--- config.mk ---
export PLATFORM = sky130hd
export DESIGN_NAME = traffic_light_monitor_flat
export DESIGN_NICKNAME = d
export VERILOG_FILES = /design/src/rtl/traffic_light_monitor_if.sv /design/src/rtl/traffic_light_monitor.sv /design/src/flat_wrapper.sv
export SDC_FILE = /design/constraint.sdc
export NUM_CORES = 1
export LEC_CHECK = 0
export ABC_CLOCK_PERIOD_IN_PS = 4100
export CAP_MARGIN = 20
export CORE_MARGIN = 5
export CORE_UTILIZATION = 47
export CTS_CLUSTER_DIAMETER = 30
export DETAILED_ROUTE_END_ITERATION = 6
export PLACE_DENSITY = 0.7
export SKIP_CTS_REPAIR_TIMING = 1
export SLEW_MARGIN = 20
export SYNTH_ARGS = -nofsm -noshare
export SYNTH_HDL_FRONTEND = slang
export SYNTH_SLANG_ARGS = --single-unit
--- constraint.sdc ---
create_clock -name sys_clk -period 4.1 [get_ports sys_clk]
set_input_delay 1.23 -clock sys_clk [delete_from_list [all_inputs] [get_ports sys_clk]]
set_output_delay 1.23 -clock sys_clk [all_outputs]
set_load 0.05 [all_outputs]
--- src/rtl/traffic_light_monitor_if.sv ---
// Lamp-bus link between a traffic-light signalisation source and its
// receive-side monitor.
//   led_in     : 3-bit active-low lamp bus (110 red, 010 yellow, 011 green)
//   fault_clr  : single-cycle pulse clearing fault / fault_code
//   phase      : decoded phase (00 unknown, 01 red, 10 yellow, 11 green)
//   locked     : dwell checking active
//   cycle_done : pulse on a fully verified green -> red transition
//   fault      : sticky fault flag
//   fault_code : cause of first fault since last clear
//   err_count  : saturating fault count since reset
// master = stimulus / lamp side, slave = monitor.
interface traffic_light_monitor_if;
  logic [2:0] led_in;
  logic       fault_clr;
  logic [1:0] phase;
  logic       locked;
  logic       cycle_done;
  logic       fault;
  logic [2:0] fault_code;
  logic [7:0] err_count;

  modport master (
    output led_in, fault_clr,
    input  phase, locked, cycle_done, fault, fault_code, err_count
  );

  modport slave (
    input  led_in, fault_clr,
    output phase, locked, cycle_done, fault, fault_code, err_count
  );
endinterface

--- src/rtl/traffic_light_monitor.sv ---
// Receive-side checker for the traffic-light lamp bus. Synchronises the
// active-low lamp bus, decodes it into a phase, checks the phase order
// (red -> yellow -> green -> red) and each phase's dwell time against
// expected cycle counts, and reports faults (sticky flag, first-fault code,
// saturating counter).
// Ports:
//   sys_clk   : single clock
//   sys_rst_n : asynchronous active-low reset
//   bus       : traffic_light_monitor_if.slave (lamp input + status outputs)
// Latency from a led_in change to phase/fault/cycle_done is 3 clocks.
module traffic_light_monitor #(
  parameter int unsigned RED_CYC = 240_000_000,
  parameter int unsigned YEL_CYC = 48_000_000,
  parameter int unsigned GRN_CYC = 120_000_000,
  parameter int unsigned TOL_CYC = 4
) (
  input logic                    sys_clk,
  input logic                    sys_rst_n,
  traffic_light_monitor_if.slave bus
);

  typedef enum logic [1:0] {
    PH_NONE = 2'd0,
    PH_RED  = 2'd1,
    PH_YEL  = 2'd2,
    PH_GRN  = 2'd3
  } phase_e;

  typedef enum logic {
    ACQ,
    LOCK
  } state_e;

  typedef enum logic [2:0] {
    FC_NONE    = 3'd0,
    FC_ILLEGAL = 3'd1,
    FC_ORDER   = 3'd2,
    FC_SHORT   = 3'd3,
    FC_LONG    = 3'd4
  } fcode_e;

  logic [2:0]  s1, s2, prev;
  logic        change;
  phase_e      dec_phase;
  logic        dec_legal;
  logic [31:0] dwell;
  logic [31:0] exp_cyc, lo_lim, hi_lim;

  state_e      state, state_nx;
  phase_e      phase_lock, phase_succ;
  logic        grn_seen;
  fcode_e      cause;
  logic        step_ok;

  phase_e      phase_q, phase_d;
  logic        cycle_done_q, cycle_done_d;
  logic        fault_q, fault_d;
  logic [2:0]  code_q, code_d;
  logic [7:0]  err_q, err_d;

  // Input path: 2-flop synchroniser, prev register, dwell counter.
  always_ff @(posedge sys_clk or negedge sys_rst_n) begin
    if (!sys_rst_n) begin
      s1    <= '0;
      s2    <= '0;
      prev  <= '0;
      dwell <= '0;
    end else begin
      s1   <= bus.led_in;
      s2   <= s1;
      prev <= s2;
      if (change)
        dwell <= 32'd1;
      else if (dwell != '1)
        dwell <= dwell + 32'd1;
    end
  end

  // At a change event dwell still holds the length of the exiting pattern.
  assign change = (s2 != prev);

  always_comb begin
    dec_phase = PH_NONE;
    dec_legal = 1'b1;
    case (s2)
      3'b110:  dec_phase = PH_RED;
      3'b010:  dec_phase = PH_YEL;
      3'b011:  dec_phase = PH_GRN;
      default: dec_legal = 1'b0;
    endcase
  end

  always_comb begin
    case (phase_lock)
      PH_RED:  exp_cyc = 32'(RED_CYC);
      PH_YEL:  exp_cyc = 32'(YEL_CYC);
      PH_GRN:  exp_cyc = 32'(GRN_CYC);
      default: exp_cyc = '0;
    endcase
    lo_lim = (exp_cyc > 32'(TOL_CYC)) ? exp_cyc - 32'(TOL_CYC) : '0;
    hi_lim = exp_cyc + 32'(TOL_CYC);
  end

  always_comb begin
    case (phase_lock)
      PH_RED:  phase_succ = PH_YEL;
      PH_YEL:  phase_succ = PH_GRN;
      PH_GRN:  phase_succ = PH_RED;
      default: phase_succ = PH_NONE;
    endcase
  end

  // FSM state register.
  always_ff @(posedge sys_clk or negedge sys_rst_n) begin
    if (!sys_rst_n)
      state <= ACQ;
    else
      state <= state_nx;
  end

  // Next state and per-cycle checks.
  always_comb begin
    state_nx = state;
    cause    = FC_NONE;
    step_ok  = 1'b0;
    case (state)
      ACQ: begin
        if (change && dec_legal)
          state_nx = LOCK;
      end
      LOCK: begin
        if (!dec_legal)
          cause = FC_ILLEGAL;
        else if (change) begin
          if (dec_phase != phase_succ)
            cause = FC_ORDER;
          else if (dwell < lo_lim)
            cause = FC_SHORT;
          else if (dwell > hi_lim)
            cause = FC_LONG;
          else
            step_ok = 1'b1;
        end else if (dwell == hi_lim + 32'd1)
          cause = FC_LONG;
        if (cause != FC_NONE)
          state_nx = ACQ;
      end
      default: state_nx = ACQ;
    endcase
  end

  // Output next-values. A new fault beats a coincident fault_clr.
  always_comb begin
    phase_d      = dec_phase;
    cycle_done_d = step_ok && (phase_lock == PH_GRN) && grn_seen;
    fault_d      = fault_q;
    code_d       = code_q;
    err_d        = err_q;
    if (cause != FC_NONE) begin
      fault_d = 1'b1;
      if ((code_q == 3'd0) || bus.fault_clr)
        code_d = cause;
      if (err_q != '1)
        err_d = err_q + 8'd1;
    end else if (bus.fault_clr) begin
      fault_d = 1'b0;
      code_d  = '0;
    end
  end

  // grn_seen marks a green entered while already locked; a lock that lands
  // directly in green must not produce cycle_done on the following red.
  always_ff @(posedge sys_clk or negedge sys_rst_n) begin
    if (!sys_rst_n) begin
      phase_lock   <= PH_NONE;
      grn_seen     <= 1'b0;
      phase_q      <= PH_NONE;
      cycle_done_q <= 1'b0;
      fault_q      <= 1'b0;
      code_q       <= '0;
      err_q        <= '0;
    end else begin
      if (state == ACQ && state_nx == LOCK) begin
        phase_lock <= dec_phase;
        grn_seen   <= 1'b0;
      end else if (step_ok) begin
        phase_lock <= dec_phase;
        grn_seen   <= (dec_phase == PH_GRN);
      end
      phase_q      <= phase_d;
      cycle_done_q <= cycle_done_d;
      fault_q      <= fault_d;
      code_q       <= code_d;
      err_q        <= err_d;
    end
  end

  assign bus.phase      = phase_q;
  assign bus.locked     = (state == LOCK);
  assign bus.cycle_done = cycle_done_q;
  assign bus.fault      = fault_q;
  assign bus.fault_code = code_q;
  assign bus.err_count  = err_q;

endmodule

--- src/flat_wrapper.sv ---
// flat-port wrapper written by rule: the top's interface ports become plain ports
module traffic_light_monitor_flat 
#(
  parameter int unsigned RED_CYC = 240_000_000,
  parameter int unsigned YEL_CYC = 48_000_000,
  parameter int unsigned GRN_CYC = 120_000_000,
  parameter int unsigned TOL_CYC = 4
)
  (sys_clk, sys_rst_n, bus_led_in, bus_fault_clr, bus_phase, bus_locked, bus_cycle_done, bus_fault, bus_fault_code, bus_err_count);
  traffic_light_monitor_if bus_i ();
  input logic sys_clk;
  input logic sys_rst_n;
  input wire logic [$bits(bus_i.led_in)-1:0] bus_led_in;
  input wire logic [$bits(bus_i.fault_clr)-1:0] bus_fault_clr;
  output wire logic [$bits(bus_i.phase)-1:0] bus_phase;
  output wire logic [$bits(bus_i.locked)-1:0] bus_locked;
  output wire logic [$bits(bus_i.cycle_done)-1:0] bus_cycle_done;
  output wire logic [$bits(bus_i.fault)-1:0] bus_fault;
  output wire logic [$bits(bus_i.fault_code)-1:0] bus_fault_code;
  output wire logic [$bits(bus_i.err_count)-1:0] bus_err_count;
  assign bus_i.led_in = bus_led_in;
  assign bus_i.fault_clr = bus_fault_clr;
  assign bus_phase = bus_i.phase;
  assign bus_locked = bus_i.locked;
  assign bus_cycle_done = bus_i.cycle_done;
  assign bus_fault = bus_i.fault;
  assign bus_fault_code = bus_i.fault_code;
  assign bus_err_count = bus_i.err_count;
  traffic_light_monitor #(.RED_CYC(RED_CYC), .YEL_CYC(YEL_CYC), .GRN_CYC(GRN_CYC), .TOL_CYC(TOL_CYC)) u_core (.sys_clk(sys_clk), .sys_rst_n(sys_rst_n), .bus(bus_i));
endmodule
# ---- Word-level counts from Yosys, hierarchy flattened
# Cells that the tools add are included.
dict set report totals {
  wordCells 81
  register_bits 60
  out_inout_bits 16
  inputBits 6
}
dict set report op_classes {
  mux 33
  bitwise_logic 1
  eq_ne 13
  n_reduce_logical 14
  n_lt_le_gt_ge 3
  n_addsub 5
}
# cell n
set ops {}
lappend ops {{$mux W32} 3}
lappend ops {{$pmux W28 S3} 1}
lappend ops {{$add A32 B1 Y32 const B} 2}
lappend ops {{$mux W3} 11}
lappend ops {{$eq A32 B32 Y1} 1}
lappend ops {{$gt A32 B32 Y1} 1}
lappend ops {{$lt A32 B32 Y1} 1}
lappend ops {{$ne A32 B32 Y1 const B} 1}
lappend ops {{$add A28 B3 Y29 const B} 1}
lappend ops {{$sub A28 B3 Y29 const B} 1}
lappend ops {{$gt A28 B3 Y1 const B} 1}
lappend ops {{$mux W1} 13}
lappend ops {{$pmux W2 S3} 2}
lappend ops {{$add A8 B1 Y8 const B} 1}
lappend ops {{$ne A8 B8 Y1 const B} 1}
lappend ops {{$eq A2 B2 Y1 const B} 3}
lappend ops {{$eq A3 B2 Y1 const B} 2}
lappend ops {{$reduce_bool A2 Y1} 3}
lappend ops {{$reduce_bool A3 Y1} 2}
lappend ops {{$logic_and A1 B1 Y1} 4}
lappend ops {{$mux W2} 2}
lappend ops {{$reduce_and A2 Y1} 2}
lappend ops {{$eq A3 B3 Y1 const B} 1}
lappend ops {{$logic_not A3 Y1} 1}
lappend ops {{8 further kinds} 8}

# ---- Logic depth before layout (Yosys ltp)
dict set report depth {
  ltp_word 15
  ltp_mapped 12
  depth_no_buf 12
}

# ---- Least setup slack after synthesis
# Ideal clock, no wire load.
dict set report synth_path {
  path_type {flip-flop to flip-flop}
  startpoint {register u_core.phase_lock[0]}
  endpoint {register u_core.phase_lock[0]}
  setup_ps 128
  path_stages_with_launch 13
  slack_ps 944
  t_arrival_ps 3029
  synth_period_minus_slack_ps 3156
  n_path_buf 0
  t_required_ps 3972
  cell_sequence {dfrtp_1 > inv_1 > ha_1 > inv_1 > ha_1 > nand3_1 > a2111oi_0 > o31a_1 > o41ai_1 > a21o_1 > or3_4 > o21ai_2 > mux2_1}
}
dict set report synth_via {
  elab_chain_cells 15
  word_cells_on_any_way 33
  cone_classes {add/sub: 3; order compare: 3; eq/ne: 5; mux: 19; reduce/logical: 3}
}
# element line
set synth_rtl {}
lappend synth_rtl {{start, declared} traffic_light_monitor.sv:50} ;# phase_e phase_lock, phase_succ;
lappend synth_rtl {{start signal, assigned} traffic_light_monitor.sv:184} ;# phase_lock <= dec_phase;
lappend synth_rtl {{start signal, assigned} traffic_light_monitor.sv:187} ;# phase_lock <= dec_phase;
lappend synth_rtl {{parallel branches: the longest is 15 deep, another holds $add A32 B1 Y32} --}
# Parallel ways; which one is timed is not known. The select of a mux whose other input is x is not followed.
# A chain may end at the register's enable or synchronous reset.

# ---- Final worst setup path
# Same ends and word-level chain as after synthesis.

==> Flow_metrics.wiki <==
{| class="wikitable"
! Metric !! Value
|-
| Root buffer selected by CTS || sky130_fd_sc_hd__clkbuf_8
|-
| Average wire per cell in the routed design || 16.37 µm
|-
| Final GP Congestion || 0.9548
|-
| Final Skew || 15.91 ps
|-
| Number of vias per cell || 5.864
|-
| Worst min-delay path startpoint || u_core.s1[1]
|-
| DIE WIDTH || 101.4 µm
|-
| Vias in the first global route || 3095
|-
| Worst Max-Slew Pin Slew || 863.1 ps
|-
| Result of the run || finished, final reports clean
|-
| Reg-to-reg endpoint || u_core.phase_lock[0]
|-
| Most common library cell in the layout ignoring fill and taps || sky130_fd_sc_hd__dfrtp_1
|-
| Clock transition at the registers of the reported paths || 80 ps
|-
| Final critical path time including I/O delays and setup || 3529 ps
|-
| I/O Buffers || 21
|-
| Average footprint of a synthesized cell || 9.570 µm²
|-
| Area of the die || 10280 µm²
|-
| Number of synthesis warnings || 0
|-
| Worst hold path type || reg -> reg
|-
| Number of max-cap violations || 0
|-
| Initial cell density of the core || 48.00%
|-
| Post-synthesis sequential area ratio || 38.27%
|-
| Area share of xor/xnor cells in the synthesized design || 9.375%
|-
| Floorplan core area || 8175 µm²
|-
| Tot Pwr || 2.260 mW
|-
| Total count of max-transition violations in the final report || 0
|-
| Top library cells by usage in the layout, fill and taps aside || sky130_fd_sc_hd__dfrtp_1 (60), sky130_fd_sc_hd__nor2_1 (42), sky130_fd_sc_hd__ha_1 (38)
|-
| Reg-to-reg critical path startpoint || u_core.phase_lock[0]
|-
| First drt pass iteration count || 5
|-
| Count of antenna diodes in the layout || 0
|-
| WL final || 8924 µm
|-
| Highest fanout seen on the critical path || 6
|-
| Post-Synthesis Net Count || 454
|-
| Cell count after synthesis || 410
|-
| Mux cell area share after synthesis || 0.9566%
|-
| Unrepaired setup endpoints after global routing || no
|-
| Compound-Gate Fraction of Synth Area || 12.40%
|-
| DRC violation count after routing || 0
|-
| Synth async-reset ratio || 100.0%
|-
| Number of DRC markers after the initial detailed-route iteration || 285
|-
| TritonCTS clock tree || done
|-
| Number of buffers inserted during clock tree synthesis || 9
|-
| Power per cell area || 510.1 nW/µm²
|-
| Category of the worst setup path capture point || register
|-
| Arrival time reported for the critical path endpoint || 3740 ps
|-
| Req. time, crit path || 4310 ps
|-
| Final worst path period share || 86.07%
|-
| Main combinational cell family by area after synthesis || simple AND/OR/NAND/NOR gates
|-
| Clock latency at the later pin of the worst-skew pair || 340 ps
|-
| Maximum number of pins on one net before global-route repair || 34
|-
| Aggregate global routing overflow || 0
|-
| # setup viols final || 0
|-
| Flip-flop and latch count after synthesis || 60
|-
| Standard-cell row count || 33
|-
| Post-synthesis share of cell area spent on full adders, half adders and majority gates || 12.12%
|-
| Count of boundary I/O pins || 22
|-
| Antenna Violating Nets Remaining || 0
|-
| Clock tree sinks || 60
|-
| Number of antenna violations at the first check in global routing || 0
|-
| Reg2Reg Depth || 12
|-
| Fin. Hold Viols || 0
|-
| Unique cell type count in the Yosys netlist || 65
|-
| R2r setup slk || 570 ps
|-
| Count of cells along the worst hold path || 0
|-
| Post-synthesis instance area || 3924 µm²
|-
| Leakage power figure || 1.959 nW
|-
| Synth-to-layout area growth || 12.91%
|-
| Fill cells || 708
|-
| Destination of the worst hold path || u_core.s2[1]
|-
| Post-Synth Simple-Gate Area || 23.85%
|-
| Worst Setup Start Kind || register
|-
| Depth of the CTS H-tree || 3
|-
| Number of nets in the final layout || 479
|-
| Total global-route track usage || 18.50%
|-
| Number of standard cells in the final layout excluding fillers || 545
|-
| Vias || 3196
|-
| Clock Path Buffers || 2
|-
| Max IR drop VDD || 274.3 µV
|-
| Maximum frequency from static timing analysis || 283.4 MHz
|-
| Crit Path Class || reg -> reg
|-
| Inst Count DP || 529
|-
| Relative slew margins || 42.46%
|-
| Number of enable flip-flop cells after synthesis || 0
|-
| Fraction of final layout cells sized beyond drive strength 1 || 8.636%
|-
| Wire length of the first global-routing pass || 15040 µm
|-
| Vertical die dimension || 101.4 µm
|-
| Dpl hpwl || 6724 µm
|-
| Predominant post-synthesis flop cell || sky130_fd_sc_hd__dfrtp_1
|-
| Setup_tns || 0 ps
|}
routing by layer:
layer	up-vias	part of all wire (%)	routed length (µm)	track usage, %
met4	0	2.8	246	7.464
met3	25	4.4	389	3.512
met5	-	0	0	0
li1	1525	-	-	-
met2	90	48	4282	29.73
met1	1556	45	4005	24.64
worst max-delay path, cell delays in order (launching register included):
cell and delay (ps):
sky130_fd_sc_hd__dfrtp_1 420, sky130_fd_sc_hd__inv_1 190, sky130_fd_sc_hd__ha_1 210, sky130_fd_sc_hd__inv_1 120
sky130_fd_sc_hd__ha_1 350, sky130_fd_sc_hd__nand3_1 200, sky130_fd_sc_hd__a2111oi_0 430, sky130_fd_sc_hd__o31a_1 200
sky130_fd_sc_hd__o41ai_1 80, sky130_fd_sc_hd__a21o_1 280, sky130_fd_sc_hd__or3_4 430, sky130_fd_sc_hd__o21ai_2 150
sky130_fd_sc_hd__mux2_1 340
power breakdown:
part / total (mW) / leakage, nW / switching, mW / internal (mW)
logic: 0.990 / 1.07 / 0.615 / 0.374
registers: 0.730 / 0.790 / 0.0738 / 0.657
clock network: 0.540 / 0.104 / 0.256 / 0.284
total: 2.26 / 1.96 / 0.946 / 1.31
cell usage after synthesis, drive strengths merged, types with 3 or more instances:
cell type	instances	area (µm²)
a21o	7	52.55
nand3	29	145.1
nor2	43	163.9
nand2	26	97.59
a211o	4	35.03
a21oi	12	60.06
ha	38	475.5
nand2b	4	25.02
nor3	17	96.35
buf	3	23.77
mux2	3	37.53
and3	11	70.07
xnor2	14	122.6
o21ai	5	32.53
a2111oi	3	26.28
nand4	13	81.33
a31o	3	26.28
or4	3	30.03
inv	17	63.81
a211oi	5	37.54
o211ai	3	22.52
nor4	8	62.56
o31ai	3	22.52
xor2	28	245.2
dfrtp	60	1501
clkbuf	7	27.52
o21bai	3	33.78
nor3b	4	30.03
and2	7	46.29
state kept, by name, indices dropped and copies added, names as in the netlist:
name	flops
u_core.phase_lock	2
u_core.bus.phase	2
u_core.prev	3
u_core.bus.fault	1
u_core.bus.fault_code	3
u_core.s1	3
u_core.dwell	32
u_core.bus.locked	1
u_core.bus.cycle_done	1
u_core.bus.err_count	8
u_core.grn_seen	1
u_core.s2	3
area by class of cell:
class | count | area [µm²] | area share, %
clock buffer | 9 | 123.9 | 2.796
clock inverter | 7 | 75.07 | 1.694
inverter | 17 | 63.81 | 1.440
timing repair buffer | 24 | 227.7 | 5.140
sequential | 60 | 1501 | 33.89
tap | 105 | 131.4 | 2.965
multi-input combinational | 323 | 2307 | 52.08
cell families after synthesis:
group / after synthesis
fa+ha+maj: 38
xor+xnor: 42
mux: 3
simple gates: 175
buf+inv: 27
other cells: 1
compound gates: 64
flops: 60
how the worst max path moves through the flow:
stage | from | to | slack, ps | cells after the start
final | u_core.phase_lock[0] | u_core.phase_lock[0] | 570 | 12
after global routing | u_core.phase_lock[0] | u_core.phase_lock[0] | 300 | 12
after CTS | u_core.phase_lock[0] | u_core.phase_lock[0] | 600 | 12
after detailed placement | u_core.phase_lock[0] | u_core.phase_lock[0] | 610 | 12
after global placement | u_core.phase_lock[0] | u_core.phase_lock[0] | 710 | 10
after floorplan | u_core.phase_lock[0] | u_core.phase_lock[0] | 940 | 12
per-stage QoR:
| stage | utilization, % | instance area (µm²) | hold slack, ps | setup slack (ps) |
|---|---|---|---|---|
| after floorplan | - | 3924 | 331.2 | 943.9 |
| after global placement | 51.76 | 4232 | 332.2 | 713.3 |
| after detailed placement | 51.76 | 4232 | 340.5 | 607.6 |
| after CTS | 54.19 | 4431 | 352.9 | 597.5 |
| after global routing | 54.19 | 4431 | 371.8 | 302.3 |
| final | 54.19 | 4431 | 347.1 | 571.2 |
Note: power is estimated with default switching activity, not from simulation.
